<file path="config.mk">
export PLATFORM = sky130hd
export DESIGN_NAME = jk_drive_sequencer_flat
export DESIGN_NICKNAME = d
export VERILOG_FILES = /design/src/rtl/jk_drive_sequencer_pkg.sv /design/src/rtl/jk_drive_sequencer_if.sv /design/src/rtl/jk_drive_sequencer_fifo.sv /design/src/rtl/jk_drive_sequencer.sv /design/src/flat_wrapper.sv
export SDC_FILE = /design/constraint.sdc
export NUM_CORES = 1
export LEC_CHECK = 0
export CORE_MARGIN = 3
export CORE_UTILIZATION = 50
export DETAILED_ROUTE_END_ITERATION = 6
export GPL_TIMING_DRIVEN = 0
export PLACE_DENSITY = 0.76
export SETUP_SLACK_MARGIN = 0.2
export SYNTH_ARGS = -nofsm -noshare
export SYNTH_HDL_FRONTEND = slang
export SYNTH_SLANG_ARGS = --single-unit
export TNS_END_PERCENT = 10
</file>
<file path="constraint.sdc">
create_clock -name clk -period 2.2 [get_ports clk]
set_input_delay 0.44 -clock clk [delete_from_list [all_inputs] [get_ports clk]]
set_output_delay 0.44 -clock clk [all_outputs]
set_load 0.02 [all_outputs]
</file>
<file path="src/rtl/jk_drive_sequencer_pkg.sv">
// Shared types and helpers for the JK drive sequencer: FSM states,
// per-bit excitation codes and the excitation function.
package jk_pkg;

    typedef enum logic [1:0] {
        ST_IDLE  = 2'd0,
        ST_DRIVE = 2'd1,
        ST_CHECK = 2'd2,
        ST_ERR   = 2'd3
    } state_e;

    // Per-bit {J,K} codes
    localparam logic [1:0] JK_HOLD = 2'b00;
    localparam logic [1:0] JK_RST  = 2'b01;
    localparam logic [1:0] JK_SET  = 2'b10;
    localparam logic [1:0] JK_TGL  = 2'b11;

    // {J,K} that moves one flop from q to t; toggle_mode uses J=K=1 for any change.
    function automatic logic [1:0] jk_excite(input logic q, input logic t, input logic toggle_mode);
        logic [1:0] code;
        code = JK_HOLD;
        if (q == t) begin
            code = JK_HOLD;
        end else if (toggle_mode) begin
            code = JK_TGL;
        end else if (t) begin
            code = JK_SET;
        end else begin
            code = JK_RST;
        end
        return code;
    endfunction

endpackage

</file>
<file path="src/rtl/jk_drive_sequencer_if.sv">
// Target-word handshake between the pattern source and the sequencer.
interface jk_drive_sequencer_if #(
    parameter int WIDTH = 4
) ();
    logic             tgt_valid;
    logic             tgt_ready;
    logic [WIDTH-1:0] tgt_data;

    modport master (output tgt_valid, output tgt_data, input tgt_ready);
    modport slave  (input tgt_valid, input tgt_data, output tgt_ready);
endinterface

</file>
<file path="src/rtl/jk_drive_sequencer_fifo.sv">
// Synchronous target FIFO; pointers carry one extra bit so full and
// empty are distinguishable when the index bits coincide.
module jk_tgt_fifo #(
    parameter int WIDTH = 4,
    parameter int DEPTH = 4
) (
    input  logic             clk,
    input  logic             rst_n,
    input  logic             push,
    input  logic             pop,
    input  logic [WIDTH-1:0] wdata,
    output logic [WIDTH-1:0] rdata,
    output logic             full,
    output logic             empty
);
    localparam int AW = $clog2(DEPTH);
    localparam logic [AW:0] PTR_ONE = {{AW{1'b0}}, 1'b1};

    logic [WIDTH-1:0] mem_q [DEPTH];
    logic [WIDTH-1:0] mem_d [DEPTH];
    logic [AW:0]      wptr_q, wptr_d;
    logic [AW:0]      rptr_q, rptr_d;
    logic             push_ok_s, pop_ok_s;

    assign empty     = (wptr_q == rptr_q);
    assign full      = (wptr_q[AW] != rptr_q[AW]) && (wptr_q[AW-1:0] == rptr_q[AW-1:0]);
    // A full FIFO refuses a push even when a pop happens in the same cycle.
    assign push_ok_s = push && !full;
    assign pop_ok_s  = pop && !empty;
    assign rdata     = mem_q[rptr_q[AW-1:0]];

    // Next storage contents and pointer values.
    always_comb begin
        mem_d  = mem_q;
        wptr_d = wptr_q;
        rptr_d = rptr_q;
        if (push_ok_s) begin
            mem_d[wptr_q[AW-1:0]] = wdata;
            wptr_d                = wptr_q + PTR_ONE;
        end else begin
            wptr_d = wptr_q;
        end
        if (pop_ok_s) begin
            rptr_d = rptr_q + PTR_ONE;
        end else begin
            rptr_d = rptr_q;
        end
    end

    // Storage and pointer registers with synchronous clear.
    always_ff @(posedge clk) begin
        if (!rst_n) begin
            wptr_q <= {(AW+1){1'b0}};
            rptr_q <= {(AW+1){1'b0}};
            for (int i = 0; i < DEPTH; i++) begin
                mem_q[i] <= {WIDTH{1'b0}};
            end
        end else begin
            wptr_q <= wptr_d;
            rptr_q <= rptr_d;
            mem_q  <= mem_d;
        end
    end

endmodule

</file>
<file path="src/rtl/jk_drive_sequencer.sv">
// Turns a stream of target Q words into one-cycle J/K excitation pulses
// for a JK flop bank, tracks the expected bank state and checks the
// fed-back Q one cycle after each pulse.
module jk_drive_sequencer
    import jk_pkg::*;
#(
    parameter int WIDTH       = 4,
    parameter int DEPTH       = 4,
    parameter int TOGGLE_MODE = 0
) (
    input  logic                 clk,
    input  logic                 rst_n,
    jk_drive_sequencer_if.slave  tgt,
    output logic [WIDTH-1:0]     j,
    output logic [WIDTH-1:0]     k,
    output logic                 jk_valid,
    input  logic [WIDTH-1:0]     q_obs,
    output logic [WIDTH-1:0]     q_model,
    output logic                 busy,
    output logic                 mismatch,
    output logic [WIDTH-1:0]     mis_bits,
    input  logic                 err_clr,
    output logic [15:0]          done_cnt
);
    localparam logic TGL = (TOGGLE_MODE != 0);

    state_e           state_q, state_d;
    logic [WIDTH-1:0] j_q, j_d, k_q, k_d;
    logic             jk_valid_q, jk_valid_d;
    logic [WIDTH-1:0] q_model_q, q_model_d;
    logic             mismatch_q, mismatch_d;
    logic [WIDTH-1:0] mis_bits_q, mis_bits_d;
    logic [15:0]      done_cnt_q, done_cnt_d;
    logic             fifo_full_s, fifo_empty_s, fifo_pop_s;
    logic [WIDTH-1:0] fifo_rdata_s;
    logic [1:0]       exc_s;

    // Held low during reset so nothing is accepted while the FIFO is being cleared.
    assign tgt.tgt_ready = rst_n && !fifo_full_s;

    jk_tgt_fifo #(.WIDTH(WIDTH), .DEPTH(DEPTH)) u_fifo (
        .clk   (clk),
        .rst_n (rst_n),
        .push  (tgt.tgt_valid && tgt.tgt_ready),
        .pop   (fifo_pop_s),
        .wdata (tgt.tgt_data),
        .rdata (fifo_rdata_s),
        .full  (fifo_full_s),
        .empty (fifo_empty_s)
    );

    // Sequencer FSM: pop and excite in IDLE, pulse in DRIVE, verify in CHECK.
    always_comb begin
        state_d    = state_q;
        j_d        = {WIDTH{1'b0}};
        k_d        = {WIDTH{1'b0}};
        jk_valid_d = 1'b0;
        q_model_d  = q_model_q;
        mismatch_d = mismatch_q;
        mis_bits_d = mis_bits_q;
        done_cnt_d = done_cnt_q;
        fifo_pop_s = 1'b0;
        exc_s      = JK_HOLD;
        case (state_q)
            ST_IDLE: begin
                if (!fifo_empty_s) begin
                    fifo_pop_s = 1'b1;
                    for (int i = 0; i < WIDTH; i++) begin
                        exc_s  = jk_excite(q_model_q[i], fifo_rdata_s[i], TGL);
                        j_d[i] = exc_s[1];
                        k_d[i] = exc_s[0];
                    end
                    jk_valid_d = 1'b1;
                    q_model_d  = fifo_rdata_s;
                    state_d    = ST_DRIVE;
                end else begin
                    state_d = ST_IDLE;
                end
            end
            ST_DRIVE: begin
                // The bank samples the pulse at the edge closing this cycle.
                state_d = ST_CHECK;
            end
            ST_CHECK: begin
                if (q_obs == q_model_q) begin
                    done_cnt_d = done_cnt_q + 16'd1;
                    state_d    = ST_IDLE;
                end else begin
                    // Resync to what the bank really holds so later excitations are correct.
                    mismatch_d = 1'b1;
                    mis_bits_d = q_obs ^ q_model_q;
                    q_model_d  = q_obs;
                    state_d    = ST_ERR;
                end
            end
            ST_ERR: begin
                if (err_clr) begin
                    mismatch_d = 1'b0;
                    mis_bits_d = {WIDTH{1'b0}};
                    state_d    = ST_IDLE;
                end else begin
                    state_d = ST_ERR;
                end
            end
            default: begin
                state_d = ST_IDLE;
            end
        endcase
    end

    // State and output registers with synchronous active-low reset.
    always_ff @(posedge clk) begin
        if (!rst_n) begin
            state_q    <= ST_IDLE;
            j_q        <= {WIDTH{1'b0}};
            k_q        <= {WIDTH{1'b0}};
            jk_valid_q <= 1'b0;
            q_model_q  <= {WIDTH{1'b0}};
            mismatch_q <= 1'b0;
            mis_bits_q <= {WIDTH{1'b0}};
            done_cnt_q <= 16'd0;
        end else begin
            state_q    <= state_d;
            j_q        <= j_d;
            k_q        <= k_d;
            jk_valid_q <= jk_valid_d;
            q_model_q  <= q_model_d;
            mismatch_q <= mismatch_d;
            mis_bits_q <= mis_bits_d;
            done_cnt_q <= done_cnt_d;
        end
    end

    assign j        = j_q;
    assign k        = k_q;
    assign jk_valid = jk_valid_q;
    assign q_model  = q_model_q;
    assign mismatch = mismatch_q;
    assign mis_bits = mis_bits_q;
    assign done_cnt = done_cnt_q;
    assign busy     = (state_q != ST_IDLE) || !fifo_empty_s;

endmodule

</file>
<file path="src/flat_wrapper.sv">
// flat-port wrapper written by rule: the top's interface ports become plain ports
module jk_drive_sequencer_flat import jk_pkg::*;
#(
    parameter int WIDTH       = 4,
    parameter int DEPTH       = 4,
    parameter int TOGGLE_MODE = 0
)
  (clk, rst_n, j, k, jk_valid, q_obs, q_model, busy, mismatch, mis_bits, err_clr, done_cnt, tgt_tgt_valid, tgt_tgt_data, tgt_tgt_ready);
  jk_drive_sequencer_if #(.WIDTH(WIDTH)) tgt_i ();
  input  logic clk;
  input  logic rst_n;
  output logic [WIDTH-1:0] j;
  output logic [WIDTH-1:0] k;
  output logic jk_valid;
  input  logic [WIDTH-1:0] q_obs;
  output logic [WIDTH-1:0] q_model;
  output logic busy;
  output logic mismatch;
  output logic [WIDTH-1:0] mis_bits;
  input  logic err_clr;
  output logic [15:0] done_cnt;
  input wire logic [$bits(tgt_i.tgt_valid)-1:0] tgt_tgt_valid;
  input wire logic [$bits(tgt_i.tgt_data)-1:0] tgt_tgt_data;
  output wire logic [$bits(tgt_i.tgt_ready)-1:0] tgt_tgt_ready;
  assign tgt_i.tgt_valid = tgt_tgt_valid;
  assign tgt_i.tgt_data = tgt_tgt_data;
  assign tgt_tgt_ready = tgt_i.tgt_ready;
  jk_drive_sequencer #(.WIDTH(WIDTH), .DEPTH(DEPTH), .TOGGLE_MODE(TOGGLE_MODE)) u_core (.clk(clk), .rst_n(rst_n), .tgt(tgt_i), .j(j), .k(k), .jk_valid(jk_valid), .q_obs(q_obs), .q_model(q_model), .busy(busy), .mismatch(mismatch), .mis_bits(mis_bits), .err_clr(err_clr), .done_cnt(done_cnt));
endmodule
</file>
# Yosys cells after proc, flatten, opt, wreduce, memory -nomap -nowiden
# Index checks and enable logic that the tools add are counted.
# classes
bitwise_logic,5
add_sub_neg,3
n_eq_ne,14
n_lt_le_gt_ge,3
n_reduce_logical,20
muxes,25
# op_table
op,count
$mux 4,7
$add 16x1->16 const B,1
$bwmux 16,1
$pmux 4 s2,2
$reduce_or 4->1,4
$mux 2,6
$bmux 4 s2,1
$demux 4 s2,1
$pmux 2 s4,1
$add 3x1->3 const B,2
$ge 3x3->1 const B,2
$logic_and 1x1->1,6
$ne 2x2->1 const B,3
$not 2->3,2
$reduce_and 3->1,2
$reduce_bool 2->1,3
$mux 1,5
$eq 1x1->1,4
$eq 2x2->1 const B,2
$eq 4x4->1,1
$xor 4x4->4,1
$eq 3x3->1,1
$lt 3x1->1 const B,1
$eq 2x1->1 const B,1
other kinds (8),10
# totals
regBits,58
wordCells,90
out_inout_bits,36

# Longest topological paths before layout
# Gate-level depths: netlist of run 1.
# depth
ltp_word,6
ltp_mapped,6
depth_no_buf,6

# Modules after synthesis
# A second synthesis of run 1 with hierarchy kept.
# hier_totals
cells_unflattened,285
hier_area_um2,2797.7
# by_module_without_submodules
module,n_inst,area_per_inst_um2,cells_per_inst,seq_area_each_um2
jk_drive_sequencer,1,1574.0,171,720.7
jk_tgt_fifo,1,1223.7,114,440.4

# Worst setup path before layout of run 1
# Ideal clock, no wire load.
# synth_timing
path_type,input port to output port
start,input rst_n
end,output tgt_tgt_ready
arrival_ns,1.430
t_required_ns,1.760
setup_slack_ns,0.330
stages,4
cell_sequence,clkbuf_1 -> inv_1 -> clkbuf_1 -> a31oi_1
# synth_between
elab_chain_cells,1
# synth_lines
item,line,source
from (decl),flat_wrapper.sv:11,input logic rst_n;
$logic_and 1x1->1,jk_drive_sequencer.sv:39,assign tgt.tgt_ready = rst_n && !fifo_full_s;
to (decl),flat_wrapper.sv:24,output wire logic [$bits(tgt_i.tgt_ready)-1:0] tgt_tgt_ready;
# No other way between the ends.

# Final worst setup path of run 1
# Ends and elaborated chain as after synthesis.

==> summary.txt, run 1 <==
Clock tree
  • Clk_lat worst skew: 0.35 ns
  • CTS buffer count: 9
  • Worst-path clk slew: around 0.060 ns
  • Root Driver: clkbuf_8
  • Clock Sinks: 58
  • CTS H-tree depth: 3
  • CTS tree: done
  • Hold_buf cts: 0
  • Clock Tree Buf Depth: 2

Logic synthesis
  • Sequential share of the synthesized area: 0.425
  • Mapped Area: ~2700 um^2
  • Post-synth top flop: dfxtp_1
  • Synth Register Bits: 58
  • Synthesis Warnings: 0
  • Cell with the most instances after synthesis: nand2_1
  • Top cell type by total area after synthesis: dfxtp_1
  • Async SR Flop Fraction: 0
  • Synth unique cells: 45
  • Yosys top cell area share: 0.425
  • Avg Inst Size Synth: around 8.9 um^2
  • Synth area leaders: dfxtp_1 43%, nand2_1 8.4%, mux2i_1 4.4%, o21ai_0 3.9%, xnor2_2 3.0%
  • Post-synth EDFFs: 0
  • Syn Nets: ~320
  • Post-synth top cells: 61 x nand2_1, 58 x dfxtp_1, 21 x o21ai_0, 16 x a21oi_1, 12 x mux2i_1
  • Cells after synthesis: between 300 and 400

Global route
  • Total grt overflow: 0
  • Largest net degree at the start of global routing: 11
  • Initial antenna violation count: 0
  • Number of global-route vias before repair: between 2000 and 2500
  • Total GRT Usage: 0.220
  • First-pass GRT wire length: approximately 11 mm

Detailed routing
  • Final WL: about 6.4 mm
  • Vias/cell: 5.55
  • Detail Route Antenna Nets: 0
  • Residual DRC count: 0
  • Pre-Repair DR Iteration Count: 4
  • Via count: ~2400
  • DRT iter0 DRCs: approximately 180
  • Avg WL per Cell: 14.6 um

STA
  • Hold Violations, Final: 0
  • Tightest Pin Transition: roughly 0.96 ns
  • Final Slew Violations: 0
  • Max Clock Skew: between 0.01 and 0.015 ns
  • RSZ-0062 raised after global routing: yes
  • Fmax: around 470 MHz
  • Final min period: about 2.1 ns
  • Final setup fails: 0
  • Slew headroom: 0.358
  • Period utilisation layout: 0.965

Min path
  • Worst Hold Path Cells: 2
  • Hold WC Path Type: register to register

Placed design
  • HPWL after detailed placement: ~4.5 mm
  • Gpl congestion: between 0.8 and 0.9
  • Post-DP Area: approximately 3300 um^2
  • Number of I/O port buffers: 47

Pwr
  • Pwr/cell area: ~970 nW/um^2
  • Leak: ~1.2 nW
  • Max VDD drop: 0.672 mV

Flow run
  • MaxCap Viol Count: 0

Setup path
  • Register-to-Register Path Depth: 3
  • Crit Path Category: primary input to output port
  • CP endpoint kind: output port
  • Startpoint class of the critical path: primary input
  • Required time worst endpoint: roughly 1.8 ns
  • CP Max Fanout: 10
  • Worst Path Arrival: approximately 1.7 ns

Floorplanning
  • Core area: between 5000 and 6000 um^2
  • Die Y: about 80 um
  • IO Count: between 40 and 50
  • FP Rows: 26
  • Die Area: around 6400 um^2
  • Starting Density: 0.524
  • Die width: ~80 um

Final layout
  • Nets: between 300 and 400
  • Share of the core filled with cells: 0.689
  • Multi-input gate area: 1520 um^2
  • Fillers: roughly 440
  • Layout area overhead: 31.5%
  • # diodes: 0
  • Design Area, Final: about 3600 um^2
  • Ratio of cells with drive above 1 in the final layout: 0.124
  • FF+latch area: 1160 um^2

Status
  • Status: finished, final reports clean
[report_power, final]
group / switching (W) / internal, W
Clock: 0.000429 / 0.000665
Sequential: 0.0000799 / 0.00116
Combinational: 0.000658 / 0.000489
[final timing paths]
| path | from | endpoint | slack [ns] |
|---|---|---|---|
| hold reg to reg | u_core.u_fifo.mem_q[8] | u_core.u_fifo.mem_q[8] | 0.46 |
| hold / removal | u_core.u_fifo.mem_q[8] | u_core.u_fifo.mem_q[8] | 0.46 |
| setup / recovery | rst_n | tgt_tgt_ready | 0.08 |
| setup reg to reg | u_core.u_fifo.wptr_q[1] | u_core.u_fifo.mem_q[7] | 0.30 |
[area by class of cell]
cell class | count | share of cell area
Clock inverter | 5 | 0.0216
Timing Repair Buffer | 50 | 0.137
Inverter | 10 | 0.0105
Buffer | 12 | 0.0206
Clock buffer | 11 | 0.0394
Tap cell | 70 | 0.0244
Multi-Input combinational cell | 225 | 0.423
Sequential cell | 58 | 0.324
[flip-flops by register name, indices dropped and copies added (netlist names)]
name	cells
u_core.q_model	4
u_core.u_fifo.rptr_q	3
u_core.k	4
u_core.u_fifo.wptr_q	3
u_core.jk_valid	1
u_core.j	4
u_core.mismatch	1
u_core.mis_bits	4
u_core.u_fifo.mem_q	16
u_core.state_q	2
u_core.done_cnt	16
[through the flow]
step	setup TNS [ns]	worst slack, ns	std cells	power, W	hold WS, ns
CTS	0	0.134	440	0.00348	0.461
global placement	-3.99	-0.980	422	0.00235	0.444
finish	0	0.0762	441	0.00348	0.458
floorplan	0	0.330	305	0.00203	0.435
detailed placement	-4.67	-0.951	422	0.00237	0.451
global route	0	0.0362	441	0.00366	0.474
[cells in the final DEF, fill, tap and decap left out, drive strengths merged, types with 6 or more instances in the layout]
cell type | Yosys | final
o22ai | 9 | 9
mux2i | 12 | 12
buf | 5 | 7
nand4 | 8 | 8
dfxtp | 58 | 58
nor2 | 7 | 7
nand2 | 62 | 62
clkdlybuf4s50 | 0 | 44
clkbuf | 7 | 19
a21oi | 16 | 16
o21ai | 22 | 22
o31ai | 8 | 8
inv | 10 | 10
or4 | 8 | 8
nand3 | 6 | 6
ha | 6 | 6
xnor2 | 10 | 10
and3 | 6 | 6
[cell families (layout without fill, tap and decap cells)]
logic type	Yosys count	in the layout	synth area share
adder cells (fa/ha/maj)	6	6	0.0275
AO/OA/AOI/OAI	73	73	0.177
XOR/XNOR	11	11	0.0559
buffers and inverters	22	88	0.0358
flip-flops	58	58	0.425
multiplexers	16	16	0.0605
AND/OR/NAND/NOR	119	119	0.218
[critical path, cell delays in order]
cell and delay [ns]:
dlygate4sd2_1 0.31, clkbuf_8 0.18, inv_1 0.05, clkbuf_2 0.19, a31oi_1 0.22, clkdlybuf4s15_2 0.29
[metal layers]
metal | part of all wire | vias up | global-route usage
met5 | 0 | - | 0
met4 | 0.014 | 0 | 0.0794
met3 | 0.068 | 9 | 0.0655
met2 | 0.46 | 75 | 0.344
met1 | 0.46 | 1132 | 0.287
li1 | - | 1231 | -
[what timing repair did]
item / 4_1_cts / 5_1_grt
pin swaps: 3 / 1
resized for setup: 13 / 4
setup buffers: 2 / 1
endpoints found under the setup margin: 10 / 25
(Power assumes the default switching activity.)
==> run 2, diff against run 1 <==
CTS_CLUSTER_DIAMETER = 60   (was not set)
==> results of run 2 <==
Final layout, timing and power as in run 1 (identical DEF).
